**src/rtl/multicycle_ctrl.sv**
```systemverilog
// ---------------------------------------------------------------------------
// multicycle_ctrl
//   Main control FSM for the multi-cycle RV32I-subset datapath. It walks each
//   instruction through fetch, decode, execute, memory and write-back. It
//   drives the datapath enables and mux selects, and it waits on a
//   single-signal memory ready handshake. It also raises a sticky
//   illegal-opcode flag and counts retired instructions.
//
// Ports
//   clk          system clock (rising edge)
//   reset        synchronous, active-high
//   InstCode     instruction register contents
//   Zero         ALU result == 0
//   MemReady     memory completes the current read/write this cycle
//   PCWrite      PC load enable
//   PCSrc        PC source: 0 = ALU result, 1 = ALUOut
//   IRWrite      IR load enable (also latches OldPC)
//   MemRead      memory read request
//   MemWrite     memory write request
//   IorD         memory address: 0 = PC, 1 = ALUOut
//   RegWrite     register file write enable
//   MemToReg     write-back data: 0 = ALUOut, 1 = memory data register
//   ALUSrcA      0 = PC, 1 = rs1, 2 = zero, 3 = OldPC
//   ALUSrcB      0 = rs2, 1 = constant 4, 2 = immediate
//   ALUOp        00 add, 01 subtract, 10 decode funct3/funct7
//   IllegalInst  sticky illegal-opcode flag
//   RetireCount  retired-instruction counter (wraps)
//   State        current state encoding (debug)
// ---------------------------------------------------------------------------
module multicycle_ctrl (
    input  logic        clk,
    input  logic        reset,
    input  logic [31:0] InstCode,
    input  logic        Zero,
    input  logic        MemReady,
    output logic        PCWrite,
    output logic        PCSrc,
    output logic        IRWrite,
    output logic        MemRead,
    output logic        MemWrite,
    output logic        IorD,
    output logic        RegWrite,
    output logic        MemToReg,
    output logic [1:0]  ALUSrcA,
    output logic [1:0]  ALUSrcB,
    output logic [1:0]  ALUOp,
    output logic        IllegalInst,
    output logic [31:0] RetireCount,
    output logic [3:0]  State
);

    typedef enum logic [3:0] {
        FETCH  = 4'd0,
        DECODE = 4'd1,
        MEMADR = 4'd2,
        MEMRD  = 4'd3,
        MEMWB  = 4'd4,
        MEMWR  = 4'd5,
        EXEC_R = 4'd6,
        EXEC_I = 4'd7,
        EXEC_U = 4'd8,
        ALUWB  = 4'd9,
        BRANCH = 4'd10,
        TRAP   = 4'd11
    } state_t;

    localparam logic [6:0] OP_LOAD   = 7'b0000011;
    localparam logic [6:0] OP_STORE  = 7'b0100011;
    localparam logic [6:0] OP_RTYPE  = 7'b0110011;
    localparam logic [6:0] OP_ITYPE  = 7'b0010011;
    localparam logic [6:0] OP_AUIPC  = 7'b0010111;
    localparam logic [6:0] OP_LUI    = 7'b0110111;
    localparam logic [6:0] OP_BRANCH = 7'b1100011;

    state_t      state, state_n;
    logic [6:0]  opcode;
    logic        retire;

    // Only the opcode and funct3[0] steer the sequencing; the rest of the
    // word is consumed by the datapath.
    logic unused_inst;
    assign unused_inst = ^{InstCode[31:13], InstCode[11:7]};

    assign opcode = InstCode[6:0];
    assign State  = state;

    always_ff @(posedge clk) begin
        if (reset) begin
            state       <= FETCH;
            IllegalInst <= 1'b0;
            RetireCount <= 32'd0;
        end else begin
            state <= state_n;
            if (state_n == TRAP)
                IllegalInst <= 1'b1;
            if (retire)
                RetireCount <= RetireCount + 32'd1;
        end
    end

    always_comb begin
        state_n  = state;
        PCWrite  = 1'b0;
        PCSrc    = 1'b0;
        IRWrite  = 1'b0;
        MemRead  = 1'b0;
        MemWrite = 1'b0;
        IorD     = 1'b0;
        RegWrite = 1'b0;
        MemToReg = 1'b0;
        ALUSrcA  = 2'd0;
        ALUSrcB  = 2'd0;
        ALUOp    = 2'b00;
        retire   = 1'b0;

        unique case (state)
            FETCH: begin
                // ALU computes PC+4 while memory returns the instruction.
                MemRead = 1'b1;
                ALUSrcB = 2'd1;
                if (MemReady) begin
                    IRWrite = 1'b1;
                    PCWrite = 1'b1;
                    state_n = DECODE;
                end
            end
            DECODE: begin
                // Branch target OldPC + imm lands in ALUOut speculatively.
                ALUSrcA = 2'd3;
                ALUSrcB = 2'd2;
                unique case (opcode)
                    OP_LOAD, OP_STORE: state_n = MEMADR;
                    OP_RTYPE:          state_n = EXEC_R;
                    OP_ITYPE:          state_n = EXEC_I;
                    OP_AUIPC, OP_LUI:  state_n = EXEC_U;
                    OP_BRANCH:         state_n = BRANCH;
                    default:           state_n = TRAP;
                endcase
            end
            MEMADR: begin
                ALUSrcA = 2'd1;
                ALUSrcB = 2'd2;
                state_n = (opcode == OP_STORE) ? MEMWR : MEMRD;
            end
            MEMRD: begin
                MemRead = 1'b1;
                IorD    = 1'b1;
                if (MemReady)
                    state_n = MEMWB;
            end
            MEMWB: begin
                RegWrite = 1'b1;
                MemToReg = 1'b1;
                retire   = 1'b1;
                state_n  = FETCH;
            end
            MEMWR: begin
                MemWrite = 1'b1;
                IorD     = 1'b1;
                if (MemReady) begin
                    retire  = 1'b1;
                    state_n = FETCH;
                end
            end
            EXEC_R: begin
                ALUSrcA = 2'd1;
                ALUSrcB = 2'd0;
                ALUOp   = 2'b10;
                state_n = ALUWB;
            end
            EXEC_I: begin
                ALUSrcA = 2'd1;
                ALUSrcB = 2'd2;
                ALUOp   = 2'b10;
                state_n = ALUWB;
            end
            EXEC_U: begin
                // PC has already advanced, so AUIPC adds to OldPC; LUI adds to zero.
                ALUSrcA = (opcode == OP_AUIPC) ? 2'd3 : 2'd2;
                ALUSrcB = 2'd2;
                state_n = ALUWB;
            end
            ALUWB: begin
                RegWrite = 1'b1;
                retire   = 1'b1;
                state_n  = FETCH;
            end
            BRANCH: begin
                // funct3[0] selects beq (take on equal) vs bne (take on not-equal).
                ALUSrcA = 2'd1;
                ALUSrcB = 2'd0;
                ALUOp   = 2'b01;
                PCSrc   = 1'b1;
                PCWrite = Zero ^ InstCode[12];
                retire  = 1'b1;
                state_n = FETCH;
            end
            TRAP: begin
                state_n = TRAP;
            end
            default: begin
                state_n = FETCH;
            end
        endcase

        // A reset cycle must never commit architectural state.
        if (reset) begin
            PCWrite  = 1'b0;
            IRWrite  = 1'b0;
            MemRead  = 1'b0;
            MemWrite = 1'b0;
            RegWrite = 1'b0;
        end
    end

endmodule
```
**config.mk**
```make
export PLATFORM = sky130hd
export DESIGN_NAME = multicycle_ctrl
export DESIGN_NICKNAME = d
export VERILOG_FILES = /design/src/rtl/multicycle_ctrl.sv
export SDC_FILE = /design/constraint.sdc
export NUM_CORES = 1
export LEC_CHECK = 0
export BUFFER_PORTS_ARGS = -buffer_cell sky130_fd_sc_hd__buf_2
export CAP_MARGIN = 20
export CORE_UTILIZATION = 46
export DETAILED_ROUTE_END_ITERATION = 6
export HOLD_SLACK_MARGIN = 0.06
export PLACE_DENSITY = 0.88
export SLEW_MARGIN = 15
export SYNTH_ARGS = -nofsm -noshare
export SYNTH_HDL_FRONTEND = slang
export SYNTH_SLANG_ARGS = --single-unit
```
**constraint.sdc**
```tcl
create_clock -name clk -period 2.33 [get_ports clk]
set_input_delay 0.233 -clock clk [delete_from_list [all_inputs] [get_ports clk]]
set_output_delay 0.233 -clock clk [all_outputs]
set_load 0.05 [all_outputs]
```
==> results.py, run 1 <==
metrics = {
    "run_status": {
        "status": "completed",
    },
    "synth": {
        "syn-cell-area_sq_um": 2142,
        "synth.distinct_cells": 41,
        "synth_ff_type": "dfxtp_1",
        "ys_ff_latch": 37,
        "synth.top_cell.area_share_pct": 34.58,
        "synth_edf_count": 0,
        "synthArstFlopShare_pct": 0,
        "mappedNetlistNets": 304,
        "netlist_instances": 267,
        "yosysSeqAreaShare_pct": 34.58,
        "yosys-top-cells-area": "dfxtp_1 35%, xor2_1 9.0%, nor2_1 6.3%",
        "yosys_warnings": 0,
        "avgSynthCellArea_sq_um": 8.023,
        "synth.largest_area_cell": "dfxtp_1",
    },
    "sta": {
        "worst_slew_pin_slew_ns": 0.7735,
        "slew_violations": 0,
        "slew_headroom_pct": 48.43,
        "max_freq_mhz": 488.3,
        "period_needed_ns": 2.048,
        "finalCritPeriodShare_pct": 87.90,
        "setup_viol": 0,
        "hold_viol_final": 0,
        "finClkSkew_ns": 0.01161,
        "rsz0062_at_grt": "false",
    },
    "clock_network": {
        "path_clk_slew_ns": 0.08,
        "postCtsResizedCells": 0,
        "cts_hold_buf": 0,
        "clk_latency_ns": 0.30,
        "cts-root-buf": "clkbuf_8",
        "cts_sinks": 37,
        "h-tree-depth": 2,
        "cts_tree": "done",
        "clock_path_buffers": 2,
        "cts_setup_buffers": 0,
        "cts_buffers": 5,
    },
    "drt": {
        "drt_iter0_markers": 98,
        "drc": 0,
        "dr.pass1.iters": 4,
        "wirelength_um": 5286,
        "vias_per_cell": 5.840,
        "antenna_left": 0,
        "vias": 2225,
        "wl_per_cell_um": 13.87,
    },
    "critical_path": {
        "worst_r2r_endpoint": "RetireCount[24]",
        "r2r_setup_slack_ns": 0.28,
        "cp-end-kind": "register",
        "worstSetupStartpointType": "register",
        "reg2reg_from": "RetireCount[3]",
        "crit_arrival_ns": 2.28,
        "crit_start": "RetireCount[3]",
        "cp_data_required_time_ns": 2.56,
        "worstSetupEndpoint": "RetireCount[24]",
        "rr_worst_depth": 5,
        "critPathMaxFanout": 7,
        "crit_type": "register to register",
    },
    "finish": {
        "num_antenna_cells": 0,
        "layout_common_cells": "62 x buf_2, 35 x dfxtp_1, 34 x nor2_1",
        "final_cells": 381,
        "syn_to_final_growth_pct": 24.59,
        "nets": 365,
        "fin_area_sq_um": 2669,
        "final_common_cell": "buf_2",
        "final_layout_size_suffix_gt1_share_pct": 29.18,
        "nFillCells": 405,
    },
    "floorplanning": {
        "die_w_um": 70.24,
        "die-area_sq_um": 4934,
        "core-area_sq_um": 4414,
        "start_util_pct": 48.53,
        "num_rows": 24,
        "io_pins": 87,
        "fp.dieH_um": 70.24,
    },
    "global_routing": {
        "grt_pass1_wl_um": 9135,
        "grt_pass1_vias": 2097,
        "antenna_found_initial": 0,
        "gr-total-overflow": 0,
        "grt_usage_pct": 22.95,
        "grt_max_degree": 41,
    },
    "place": {
        "gp_congestion": 0.8778,
        "post_dp_cell_area_sq_um": 2572,
        "hpwl_um": 3837,
        "portBuffers": 62,
        "place_inst": 373,
    },
    "pwr": {
        "totalPowerFinal_mw": 2.364,
        "pwr_density_cell_nw_per_um2": 885.9,
        "power.leakage_nw": 1.121,
        "irDropWorstVdd_mv": 0.7701,
    },
    "worst_hold_path": {
        "hp-class": "input port to register",
    },
    "run": {
        "drv_cap": 0,
    },
}
==> cell families (layout without fill, tap and decap cells) <==
logic type | after synthesis | count (layout) | synth area share [%]
flip-flops | 37 | 37 | 34.58
XOR/XNOR | 25 | 25 | 10.22
AND/OR/NAND/NOR | 120 | 120 | 31.13
adder cells (fa/ha/maj) | 1 | 1 | 0.5840
buffers and inverters | 21 | 83 | 3.972
AO/OA/AOI/OAI | 63 | 63 | 19.51
==> layout make-up <==
class | count | area [sq um] | share of cell area [%]
multi-input combinational | 209 | 1371 | 51.38
sequential | 37 | 743.2 | 27.85
clock inverter | 2 | 13.76 | 0.5157
timing repair buffer | 71 | 377.9 | 14.16
inverter | 4 | 15.01 | 0.5626
clock buffer | 6 | 82.58 | 3.094
tap | 52 | 65.06 | 2.438
==> layer usage <==
layer	global-route usage (%)	wire length (um)	up-vias	part of all wire, %
li1	-	-	1111	-
met1	28.00	2355	1046	45
met2	38.94	2624	61	50
met4	8.889	70	0	1.3
met3	5.195	236	7	4.5
met5	0	0	-	0
==> power by group <==
group | leakage, nW | switching [mW] | internal [mW]
clock | 0.0512 | 0.236 | 0.240
combinational | 0.771 | 0.836 | 0.334
sequential | 0.299 | 0.0530 | 0.665
==> synth_stat cells, drive strengths merged (7+ instances only) <==
cell,count
nand2,10
nand2b,10
or3,8
clkbuf,14
dfxtp,37
o21ai,14
a21oi,16
xor2,22
nor4,7
nor3,10
nor2,36
and3,7
nand3,8
o2111ai,10
o211ai,9
==> registers in the layout (all words and copies together) (netlist names) <==
name,flops
RetireCount,32
State,4
IllegalInst,1
==> critical path, cell delays in order (launching register included) <==
cell	delay (ns)
dfxtp_1	0.45
nand4_1	0.30
nor3_2	0.51
o21ai_0	0.21
or3_1	0.38
a21oi_1	0.13
==> metrics by stage <==
stage                     TNS [ns]  setup slack [ns]  util (%)  hold slack, ns
after floorplan            -0.3064           -0.2160         -          0.4008
after global placement           0            0.4037     58.28          0.4393
after detailed placement         0            0.3241     58.28          0.4512
after CTS                        0            0.2775     60.46          0.3861
after global routing             0            0.1667     60.46          0.4452
final                            0            0.2820     60.46          0.3930
==> worst min-delay path by stage <==
| stage | startpoint | end | slack, ns | cells after the start |
|---|---|---|---|---|
| global route | InstCode[6] | State[2] | 0.45 | 4 |
| CTS | InstCode[6] | State[2] | 0.39 | 4 |
| global placement | IllegalInst | IllegalInst | 0.44 | 2 |
| detailed placement | IllegalInst | IllegalInst | 0.45 | 2 |
| floorplan | reset | RetireCount[26] | 0.40 | 3 |
| finish | InstCode[2] | State[2] | 0.39 | 4 |
(Power assumes the default switching activity.)
==> run 2: changes to the inputs <==
--- a/config.mk
+++ b/config.mk
@@ -10,7 +10,7 @@
 export CORE_UTILIZATION = 46
 export DETAILED_ROUTE_END_ITERATION = 6
 export HOLD_SLACK_MARGIN = 0.06
-export PLACE_DENSITY = 0.88
+export PLACE_DENSITY = 0.77
 export SLEW_MARGIN = 15
 export SYNTH_ARGS = -nofsm -noshare
 export SYNTH_HDL_FRONTEND = slang
==> run 2 against run 1 <==
  * Utilization rose by 0.45 points
  * Largest power group unchanged
  * Fmax rose by 2.1%
  * Cell count rose by 0.52%
  * Critical path type unchanged
  * Total power rose by 0.12%
  * First-iteration DRC count rose by 31%
  * Sequential cell count did not move
  * Wire length fell by 4.4%
==> results.py, run 2 (synthesis gave the netlist of run 1 again) <==
metrics = {
    "run_status": {
        "status": "completed",
    },
    "clock_network": {
        "cts_setup_buffers": 0,
        "cts_hold_buf": 0,
        "cts_buffers": 5,
        "h-tree-depth": 2,
        "postCtsResizedCells": 0,
        "cts_sinks": 37,
        "cts_tree": "done",
        "cts-root-buf": "clkbuf_8",
        "clock_path_buffers": 2,
        "clk_latency_ns": 0.29,
        "path_clk_slew_ns": 0.07,
    },
    "drt": {
        "vias": 2206,
        "antenna_left": 0,
        "drc": 0,
        "dr.pass1.iters": 4,
        "wirelength_um": 5054,
        "wl_per_cell_um": 13.20,
        "drt_iter0_markers": 128,
        "vias_per_cell": 5.760,
    },
    "sta": {
        "finClkSkew_ns": 0.003812,
        "max_freq_mhz": 498.7,
        "setup_viol": 0,
        "slew_headroom_pct": 49.13,
        "hold_viol_final": 0,
        "finalCritPeriodShare_pct": 86.05,
        "worst_slew_pin_slew_ns": 0.7631,
        "whs_ns": 0.4101,
        "slew_violations": 0,
        "tns_ns": 0,
        "period_needed_ns": 2.005,
        "rsz0062_at_grt": "false",
    },
    "place": {
        "post_dp_cell_area_sq_um": 2587,
        "hpwl_um": 3601,
        "gp_congestion": 0.8808,
        "portBuffers": 62,
        "place_inst": 375,
    },
    "floorplanning": {
        "start_util_pct": 48.53,
        "die_w_um": 70.24,
        "die-area_sq_um": 4934,
        "num_rows": 24,
        "core-area_sq_um": 4414,
        "fp.dieH_um": 70.24,
        "io_pins": 87,
    },
    "global_routing": {
        "grt_usage_pct": 21.52,
        "antenna_found_initial": 0,
        "grt_max_degree": 41,
        "grt_pass1_vias": 1959,
        "gr-total-overflow": 0,
        "grt_pass1_wl_um": 8756,
    },
    "worst_hold_path": {
        "whs_path_depth": 4,
        "worstHoldStart": "InstCode[6]",
        "min_to": "State[2]",
        "hp-class": "input port to register",
    },
    "critical_path": {
        "worst_r2r_endpoint": "RetireCount[24]",
        "worstSetupStartpointType": "register",
        "r2r_setup_slack_ns": 0.32,
        "cp-end-kind": "register",
        "cp_data_required_time_ns": 2.55,
        "crit_arrival_ns": 2.22,
        "crit_slowest_cell": "nor3_2",
        "critical-path-top-delay-family": "simple AND/OR/NAND/NOR gates",
        "max_stage_delay_ns": 0.50,
        "crit_type": "register to register",
        "reg2reg_from": "RetireCount[4]",
        "critPathMaxFanout": 7,
        "path_buf_inv": 0,
        "path_cells": "nand4_1 -> nor3_2 -> o21ai_0 -> or3_1 -> a21oi_1",
        "rr_worst_depth": 5,
    },
    "finish": {
        "num_antenna_cells": 0,
        "final_cells": 383,
        "layout_common_cells": "62 x buf_2, 35 x dfxtp_1, 34 x nor2_1",
        "final_layout_size_suffix_gt1_share_pct": 29.61,
        "regMostFlops": "RetireCount",
        "fin_area_sq_um": 2689,
        "nets": 367,
        "post-route-util_pct": 60.91,
        "final_common_cell": "buf_2",
        "largest_register_ffs": 32,
        "syn_to_final_growth_pct": 25.53,
    },
    "pwr": {
        "power.leakage_nw": 1.135,
        "pwr_density_cell_nw_per_um2": 880.3,
        "irDropWorstVdd_mv": 0.5951,
    },
    "run": {
        "drv_cap": 0,
    },
}
-- run 2: final cells by class --
| cell class | count | area [sq um] |
|---|---|---|
| sequential | 37 | 743.2 |
| inverter | 4 | 15.01 |
| clock inverter | 1 | 5.005 |
| fill | 393 | 1725 |
| clock buffer | 7 | 96.34 |
| tap | 52 | 65.06 |
| multi-input combinational | 209 | 1371 |
| timing repair buffer | 73 | 392.9 |
-- run 2: stage by stage --
step                power, mW  setup slack, ns
global route            2.499           0.1703
detailed placement      1.890           0.3090
global placement        1.878           0.3935
finish                  2.367           0.3250
floorplan               1.659          -0.2160
CTS                     2.380           0.3060
-- run 2: worst max path at each step --
| stage | start | end | slack (ns) | cells past startpoint |
|---|---|---|---|---|
| after floorplan | State[1] | PCWrite | -0.22 | 5 |
| after global placement | RetireCount[4] | RetireCount[24] | 0.39 | 5 |
| after detailed placement | RetireCount[4] | RetireCount[24] | 0.31 | 5 |
| after CTS | RetireCount[4] | RetireCount[24] | 0.31 | 5 |
| after global routing | RetireCount[4] | RetireCount[24] | 0.17 | 5 |
| final | RetireCount[4] | RetireCount[24] | 0.32 | 5 |
-- run 2: layer usage --
metal / up-vias / wire length, um / track usage, % / part of all wire, %
li1: 1106 / - / - / -
met1: 1031 / 2371 / 27.82 / 47
met2: 62 / 2372 / 36.30 / 47
met3: 7 / 247 / 3.896 / 4.9
met4: 0 / 61 / 6.444 / 1.2
met5: - / 0 / 0 / 0
-- run 2: power by group --
group	switching, mW	internal (mW)	leakage [nW]
clock network	0.217	0.267	0.0542
logic	0.838	0.335	0.781
registers	0.0446	0.665	0.299
total	1.10	1.27	1.14
-- run 2: worst reg2reg max path, cell delays in order, from the launching register on --
cell and delay (ns):
dfxtp_1 0.43, nand4_1 0.32, nor3_2 0.51, o21ai_0 0.18, or3_1 0.37, a21oi_1 0.13
==> run 3: changes to the inputs <==
--- a/config.mk
+++ b/config.mk
@@ -9,6 +9,7 @@
 export CAP_MARGIN = 20
 export CORE_UTILIZATION = 46
 export DETAILED_ROUTE_END_ITERATION = 6
+export GPL_TIMING_DRIVEN = 0
 export HOLD_SLACK_MARGIN = 0.06
 export PLACE_DENSITY = 0.77
 export SLEW_MARGIN = 15
==> run 3 against run 2 <==
  * Count of clock-buffer cells in the layout is 1 lower
  * Fmax is 7.3% lower
  * Sequential power is 3.0% higher
  * Non-clock buffer count is 5 higher
  * Critical endpoint is now RetireCount[22]
==> results.py, run 3 (synthesis gave the netlist of run 1 again) <==
metrics = {
    "finish": {
        "nets": 372,
        "regMostFlops": "RetireCount",
        "num_antenna_cells": 0,
        "layout_common_cells": "64 x buf_2, 35 x dfxtp_1, 34 x nor2_1",
        "largest_register_ffs": 32,
        "post-route-util_pct": 60.26,
        "syn_to_final_growth_pct": 24.18,
        "final_layout_size_suffix_gt1_share_pct": 27.98,
        "fin_area_sq_um": 2660,
        "nFillCells": 422,
        "final_common_cell": "buf_2",
    },
    "drt": {
        "vias": 2255,
        "wirelength_um": 5381,
        "drc": 0,
        "antenna_left": 0,
        "vias_per_cell": 5.812,
        "dr.pass1.iters": 4,
        "drt_iter0_markers": 141,
        "wl_per_cell_um": 13.87,
    },
    "sta": {
        "setup_viol": 0,
        "period_needed_ns": 2.163,
        "tns_ns": 0,
        "hold_viol_final": 0,
        "finalCritPeriodShare_pct": 92.85,
        "whs_ns": 0.2646,
        "worst_slew_pin_slew_ns": 0.6123,
        "max_freq_mhz": 462.2,
        "slew_headroom_pct": 58.80,
        "slew_violations": 0,
        "rsz0062_at_grt": "false",
        "finClkSkew_ns": 0.004564,
    },
    "floorplanning": {
        "num_rows": 24,
        "die_w_um": 70.24,
        "start_util_pct": 48.53,
        "io_pins": 87,
        "die-area_sq_um": 4934,
        "core-area_sq_um": 4414,
        "fp.dieH_um": 70.24,
    },
    "critical_path": {
        "cp-end-kind": "register",
        "max_stage_delay_ns": 0.65,
        "critPathMaxFanout": 7,
        "path_cells": "nand4_1 -> nor4_1 -> o211ai_1 -> or3_1 -> a21oi_1",
        "critical-path-top-delay-family": "simple AND/OR/NAND/NOR gates",
        "crit_slowest_cell": "nor4_1",
        "crit_type": "register to register",
        "worstSetupStartpointType": "register",
        "crit_start": "RetireCount[3]",
        "crit_arrival_ns": 2.38,
        "path_buf_inv": 0,
        "reg2reg_from": "RetireCount[3]",
        "cp_data_required_time_ns": 2.55,
    },
    "place": {
        "post_dp_cell_area_sq_um": 2575,
        "gp_congestion": 0.9357,
        "portBuffers": 62,
        "hpwl_um": 4002,
    },
    "clock_network": {
        "cts_tree": "done",
        "h-tree-depth": 2,
        "cts_buffers": 5,
        "clk_latency_ns": 0.29,
        "clock_path_buffers": 2,
        "cts-root-buf": "clkbuf_8",
        "cts_sinks": 37,
        "cts_setup_buffers": 0,
        "path_clk_slew_ns": 0.07,
    },
    "pwr": {
        "totalPowerFinal_mw": 2.301,
        "pwr_density_cell_nw_per_um2": 864.9,
        "power.leakage_nw": 1.112,
        "irDropWorstVdd_mv": 0.5973,
    },
    "global_routing": {
        "grt_max_degree": 12,
        "grt_pass1_vias": 2061,
        "grt_pass1_wl_um": 9218,
        "grt_usage_pct": 22.74,
        "antenna_found_initial": 0,
        "gr-total-overflow": 0,
    },
    "run": {
        "drv_cap": 0,
    },
    "run_status": {
        "status": "completed",
    },
    "worst_hold_path": {
        "hp-class": "input port to register",
        "worstHoldStart": "reset",
    },
}
[run 3: cell count changes in the layout (fill, tap and decap cells not counted), sizes merged]
cell and delta:
clkbuf +12, buf -8, clkinv +1
[run 3: final cells by class]
class	instances	area (sq um)	area share [%]
multi-input cells	209	1371	51.55
flip-flops and latches	37	743.2	27.94
repair buffers	62	310.3	11.67
inverters	4	15.01	0.5644
clock buffers	6	72.57	2.728
clock inverters	2	10.01	0.3763
well taps	52	65.06	2.446
plain buffers	16	72.57	2.728
[run 3: path summary, 6_finish.rpt]
check,to,slack [ns],cells after the start
hold reg to reg,IllegalInst,0.46,2
hold / removal,RetireCount[26],0.26,4
setup reg to reg,RetireCount[22],0.17,5
setup / recovery,RetireCount[22],0.17,5
[run 3: report_power, final]
part	switching (mW)	internal [mW]
sequential	0.0660	0.665
clock	0.217	0.207
combinational	0.824	0.321
[run 3: routing by layer]
layer	wire [um]	GRT usage [%]	vias to the layer above
met2	2529	37.67	78
li1	-	-	1128
met1	2496	29.88	1040
met4	70	6.444	0
met5	0	0	-
met3	286	4.473	9
[run 3: repair_timing]
item                       in CTS  in global routing
resized for setup               2                  6
hold buffers                    0                  0
cloned                          0                  0
setup endpoints to repair       2                  3
[run 3: worst reg2reg max path: stages, from the launching register on]
cell and delay, ns:
dfxtp_1 0.46, nand4_1 0.32, nor4_1 0.65, o211ai_1 0.19, or3_1 0.34, a21oi_1 0.13
[run 3: through the flow]
step | worst slack [ns] | instances
after CTS | 0.06060 | 389
after floorplan | -0.2160 | 267
after global routing | 0.01374 | 388
after detailed placement | 0.2274 | 381
after global placement | 0.2331 | 381
final | 0.1666 | 388
